**config.mk**
```make
export PLATFORM = sky130hd
export DESIGN_NAME = uart_tx_fifo
export DESIGN_NICKNAME = d
export VERILOG_FILES = /design/src/rtl/uart_tx_fifo.sv
export SDC_FILE = /design/constraint.sdc
export NUM_CORES = 1
export LEC_CHECK = 0
export CORE_ASPECT_RATIO = 0.9
export CORE_UTILIZATION = 45
export DETAILED_ROUTE_END_ITERATION = 8
export GPL_TIMING_DRIVEN = 0
export PLACE_DENSITY = 0.61
export SLEW_MARGIN = 20
export SYNTH_ARGS = -nofsm -noshare
export SYNTH_HDL_FRONTEND = slang
export SYNTH_SLANG_ARGS = --single-unit
export TNS_END_PERCENT = 100
```
**constraint.sdc**
```tcl
create_clock -name clk -period 5.48 [get_ports clk]
set_input_delay 0.822 -clock clk [delete_from_list [all_inputs] [get_ports clk]]
set_output_delay 0.822 -clock clk [all_outputs]
set_load 0.03 [all_outputs]
```
**src/rtl/uart_tx_fifo.sv**
```systemverilog
// uart_tx_fifo: buffered UART transmitter for memory-mapped stores.
// Bytes stored by the processor are queued in a small FIFO and sent 8N1,
// LSB first, on Tx. Define UART_TX_PARITY_EN to insert an even-parity
// bit between the data bits and the stop bit, giving 11-bit frames.
//
// Handshake: memwrite_uart is a fire-and-forget strobe with no ready
// return. A store seen while fifo_full=1 (the pre-edge value) is dropped
// and latches the sticky overflow flag. The producer may watch fifo_full
// or fifo_count to avoid losing data.
module uart_tx_fifo #(
  parameter int CLKS_PER_BIT = 16,
  parameter int FIFO_DEPTH   = 8,
  parameter int ADDR_W       = 3
) (
  input  logic              clk,
  input  logic              Reset,
  input  logic              memwrite_uart,
  input  logic [7:0]        TxData,
  output logic              Tx,
  output logic              TxDone,
  output logic [7:0]        TxData_s,
  output logic              busy,
  output logic              fifo_full,
  output logic [ADDR_W:0]   fifo_count,
  output logic              overflow
);

  localparam int BAUD_W = $clog2(CLKS_PER_BIT);
  localparam logic [BAUD_W-1:0] BAUD_MAX = BAUD_W'(CLKS_PER_BIT - 1);
  localparam logic [ADDR_W:0]   DEPTH_C  = (ADDR_W + 1)'(FIFO_DEPTH);

`ifdef UART_TX_PARITY_EN
  typedef enum logic [2:0] {S_IDLE, S_START, S_DATA, S_PARITY, S_STOP} state_t;
`else
  typedef enum logic [2:0] {S_IDLE, S_START, S_DATA, S_STOP} state_t;
`endif

  state_t              state;
  logic [BAUD_W-1:0]   baud;
  logic [2:0]          bit_idx;
  logic [7:0]          shift;
  logic [7:0]          mem [FIFO_DEPTH];
  logic [ADDR_W-1:0]   wr_ptr;
  logic [ADDR_W-1:0]   rd_ptr;
  logic [ADDR_W:0]     count_next;
  logic [7:0]          head;
  logic                baud_end;
  logic                push;
  logic                pop;

  // Push/pop decisions; fullness and emptiness use the pre-edge count.
  always_comb begin
    head     = mem[rd_ptr];
    baud_end = (baud == BAUD_MAX);
    push     = memwrite_uart & ~fifo_full;
    pop      = (fifo_count != '0) &
               ((state == S_IDLE) | ((state == S_STOP) & baud_end));
    count_next = fifo_count;
    case ({push, pop})
      2'b10:   count_next = fifo_count + (ADDR_W + 1)'(1);
      2'b01:   count_next = fifo_count - (ADDR_W + 1)'(1);
      default: count_next = fifo_count;
    endcase
  end

  // FIFO storage; contents need no reset because the count gates reads.
  always_ff @(posedge clk) begin
    if (push) mem[wr_ptr] <= TxData;
  end

  // FIFO pointers, occupancy and the sticky overflow flag.
  always_ff @(posedge clk or posedge Reset) begin
    if (Reset) begin
      wr_ptr     <= '0;
      rd_ptr     <= '0;
      fifo_count <= '0;
      fifo_full  <= 1'b0;
      overflow   <= 1'b0;
    end else begin
      if (push) wr_ptr <= wr_ptr + ADDR_W'(1);
      if (pop)  rd_ptr <= rd_ptr + ADDR_W'(1);
      fifo_count <= count_next;
      fifo_full  <= (count_next == DEPTH_C);
      if (memwrite_uart & fifo_full) overflow <= 1'b1;
    end
  end

  // Transmit FSM with registered line, done pulse, debug byte and busy.
  always_ff @(posedge clk or posedge Reset) begin
    if (Reset) begin
      state    <= S_IDLE;
      baud     <= '0;
      bit_idx  <= '0;
      shift    <= '0;
      Tx       <= 1'b1;
      TxDone   <= 1'b0;
      TxData_s <= '0;
      busy     <= 1'b0;
    end else begin
      TxDone <= 1'b0;
      case (state)
        S_IDLE: begin
          Tx <= 1'b1;
          if (pop) begin
            shift    <= head;
            TxData_s <= head;
            baud     <= '0;
            Tx       <= 1'b0;
            busy     <= 1'b1;
            state    <= S_START;
          end
        end
        S_START: begin
          if (baud_end) begin
            baud    <= '0;
            bit_idx <= '0;
            Tx      <= shift[0];
            state   <= S_DATA;
          end else begin
            baud <= baud + BAUD_W'(1);
          end
        end
        S_DATA: begin
          if (baud_end) begin
            baud <= '0;
            if (bit_idx == 3'd7) begin
`ifdef UART_TX_PARITY_EN
              Tx    <= ^TxData_s;
              state <= S_PARITY;
`else
              Tx    <= 1'b1;
              state <= S_STOP;
`endif
            end else begin
              bit_idx <= bit_idx + 3'd1;
              shift   <= {1'b0, shift[7:1]};
              Tx      <= shift[1];
            end
          end else begin
            baud <= baud + BAUD_W'(1);
          end
        end
`ifdef UART_TX_PARITY_EN
        S_PARITY: begin
          if (baud_end) begin
            baud  <= '0;
            Tx    <= 1'b1;
            state <= S_STOP;
          end else begin
            baud <= baud + BAUD_W'(1);
          end
        end
`endif
        S_STOP: begin
          if (baud_end) begin
            baud   <= '0;
            TxDone <= 1'b1;
            if (pop) begin
              // Next frame starts with no idle gap.
              shift    <= head;
              TxData_s <= head;
              Tx       <= 1'b0;
              state    <= S_START;
            end else begin
              Tx    <= 1'b1;
              busy  <= 1'b0;
              state <= S_IDLE;
            end
          end else begin
            baud <= baud + BAUD_W'(1);
          end
        end
        default: begin
          Tx    <= 1'b1;
          busy  <= 1'b0;
          state <= S_IDLE;
        end
      endcase
    end
  end

endmodule

```
==> run metrics <==
Avg Synthesized Cell Area=~16 um^2; Internal=roughly 1800 uW; CP required=around 5800 ps; post-cts sizing count=0; GR Util met3=under 10%; antenna violations before repair=0; leakage power=0.00190 uW; CP Class=reg2reg; Root Buffer=clkbuf_8; setup_tns=0 ps; total track usage=about 18%; Post-Route WL=about 8300 um; Worst path depth=11; synth warn=0; min-delay worst type=reg2reg; relative slew slack=between 30 and 40%; Crit. End Element=register; cts hold-fix bufs=0; Synth async-reset ratio=about two fifths; Layout Nets=between 300 and 400; Site Rows=34; CP top delay family=adder cells; placeable core area=9700 um^2; pin count of the biggest net entering global routing=34; Die Y=about 97 um; Sw Share=a little under two fifths; final setup violation count=0; Power Density=~570 nW/um^2; number of diodes=0; EDFF count, synth=64; CP max stage cell=dfrtp_1; Die Wd=around 110 um; Clock Skew=roughly 9.7 ps; sequential power share=about two fifths; Cell variety after synth=47; Net Sw Power=between 1000 and 1500 uW; clk_lat worst skew=around 380 ps; Routed WL per cell=between 15 and 20 um; area grow syn2layout=14.8%; Final HPWL DP=between 5000 and 6000 um; Post-DRT Antenna Nets=0; Combinational Power Share=42.1%; CTS tree=yes; final RePlAce weighted congestion=0.704; clk slew on worst S/H paths=100 ps; Netlist Area Pre-Place=between 4000 and 5000 um^2; critical path data arrival time=between 3000 and 4000 ps; startpoint types=register; worst slew pin tran=roughly 960 ps; post-synthesis sequential area ratio=65.0%; vias in the first global route=2548; Final period util=just under 60%; Cell Chain, Critical Path=inv_1 > ha_1 > buf_2 > inv_1 > a21oi_2 > ha_1 > ha_1 > a21o_1 > a21oi_1 > mux2i_1 > mux2_2; DRC marker count from the first detailed-route iteration=roughly 120; Fillers=between 800 and 900; vias=2449; Max Clk Rate=around 320 MHz; GR Util met1=approximately a quarter; Num CTS Buffers=9; syn nets=just over 300; TritonRoute pass-1 iters=4; Top FF cell, synth=edfxtp_1; layout cell share with drive strength beyond 1=17.9%; Max FO, Critical Path=10; Worst VDD drop=between 0.3 and 0.4 mV; R2R depth=11; most crowded layer after global routing=met2; Starting Density=46.3%; slowest stage delay, CP=approximately 410 ps; RSZ-0062 raised after global routing=false; final worst path period need=between 3000 and 4000 ps; max_cap viols=0; first-pass GRT wire length=~14000 um; io pins=28; Final Hold Viols=0; Hold WS=between 400 and 500 ps; pins over their slew limit=0; clk buf depth=2; DRC Markers=0; M2 GR Usage=between 20 and 30%; status=completed; Yosys reg bits=between 100 and 150; worst path bufs/invs=3; Sink Count=roughly 100; clock share of power=between 15 and 20%; via/cell ratio=between 5 and 6; Hold Path Stages=1; GRT Residual Overflow=0; die area=10400 um^2; # Post-CTS Setup Buffers=0; H-tree depth=3; cell mode on critical path=ha_1; Syn Inst Count=285; Port Buf Inserts=27
[power groups by stage]
stage               Combinational (uW)  Clock [uW]  Sequential (uW)
CTS                               1250         522             1190
detailed placement                1240           0             1200
global placement                  1220           0             1190
global route                      1350         544             1210
finish                            1230         507             1190
floorplan                          792           0             1280
[flip-flops by register name (all words and copies together), names as in the netlist, 3 cells and up]
register and cells:
mem 64, TxData_s 8, shift 8, baud 4, fifo_count 4, bit_idx 3
rd_ptr 3, wr_ptr 3
[Yosys cell counts (2+ instances only)]
cell,number,area [um^2]
a21o_1,3,22.5
a21oi_1,13,65.1
a21oi_2,2,17.5
a22o_1,5,43.8
buf_2,7,35.0
buf_6,2,22.5
dfrtp_1,39,976
edfxtp_1,64,1920
ha_1,12,150
inv_1,11,41.3
mux2_1,2,22.5
mux2_2,3,33.8
mux2i_1,11,110
mux4_2,16,360
nand2_1,15,56.3
nand2b_1,5,31.3
nand3_1,2,10.0
nor2_1,23,86.3
nor2b_1,2,12.5
nor3_1,4,20.0
o21ai_0,6,30.0
o21ai_1,2,10.0
o221a_1,7,78.8
xnor2_1,4,35.0
xor2_1,3,26.3
[cell type report]
class	instances	area [um^2]	area share, %
clock buffers	9	124	2.40
inverters	12	45.0	0.873
multi-input cells	158	1470	28.4
clock inverters	7	85.1	1.65
plain buffers	11	68.8	1.33
repair buffers	28	290	5.62
well taps	126	158	3.05
flip-flops and latches	104	2920	56.6
[worst paths after layout]
path	start	to	slack (ps)
max in group asynchronous	Reset	Tx	4340
min in group asynchronous	Reset	wr_ptr[2]	650
min	overflow	overflow	460
max reg2reg	state[0]	fifo_full	2310
max	state[0]	fifo_full	2310
min reg2reg	overflow	overflow	460
[per-layer routing]
layer,routed length (um),part of all wire (%)
met4,103,1.2
met1,4020,48
met5,0,0
met2,3990,48
met3,237,2.8
[through the flow]
| stage | worst slack (ps) | cells | cell area, um^2 | utilization, % | power, uW |
|---|---|---|---|---|---|
| detailed placement | 1940 | 439 | 4950 | 51.1 | 2450 |
| CTS | 2330 | 455 | 5160 | 53.2 | 2960 |
| global route | 2120 | 455 | 5160 | 53.2 | 3110 |
| floorplan | 2670 | 285 | 4500 | - | 2070 |
| global placement | 1960 | 438 | 4920 | 50.8 | 2410 |
| finish | 2310 | 455 | 5160 | 53.2 | 2920 |
[worst register-to-register path, cell delays in order (launching register included)]
cell and delay, ps:
dfrtp_1 410, inv_1 110, ha_1 170, buf_2 210
inv_1 150, a21oi_2 380, ha_1 350, ha_1 280
a21o_1 180, a21oi_1 160, mux2i_1 310, mux2_2 380
[logic make-up (layout without fill, tap and decap cells)]
logic type                 Yosys count  count (layout)  share of synthesized area (%)
DFF                                104             104                           65.0
and+or+nand+nor                     58              58                           6.68
AOI/OAI and AO/OA                   48              48                           8.88
muxes                               32              32                           11.7
buffers and inverters               23              67                           2.53
adders and majority gates           13              13                           3.79
xor gates and xnor gates             7               7                           1.36
[cell usage in the layout, fill, tap and decap left out, types with 2 or more instances in the layout]
| cell | n |
|---|---|
| edfxtp_1 | 64 |
| dfrtp_1 | 39 |
| clkdlybuf4s50_1 | 27 |
| nor2_1 | 23 |
| mux4_2 | 16 |
| nand2_1 | 15 |
| a21oi_1 | 13 |
| ha_1 | 12 |
| mux2i_1 | 11 |
| inv_1 | 10 |
| clkbuf_8 | 9 |
| buf_2 | 7 |
| o221a_1 | 7 |
| o21ai_0 | 6 |
| nand2b_1 | 5 |
| a22o_1 | 5 |
| xnor2_1 | 4 |
| xor2_1 | 3 |
| mux2_2 | 3 |
| a21o_1 | 3 |
| buf_6 | 2 |
| o21ai_1 | 2 |
| a21oi_2 | 2 |
| mux2_1 | 2 |
| nand3_1 | 2 |
| nor2b_1 | 2 |
| nor3_2 | 2 |
| nor3_1 | 2 |
| inv_6 | 2 |
| clkinvlp_4 | 2 |
| inv_8 | 2 |
(Power assumes the default switching activity.)
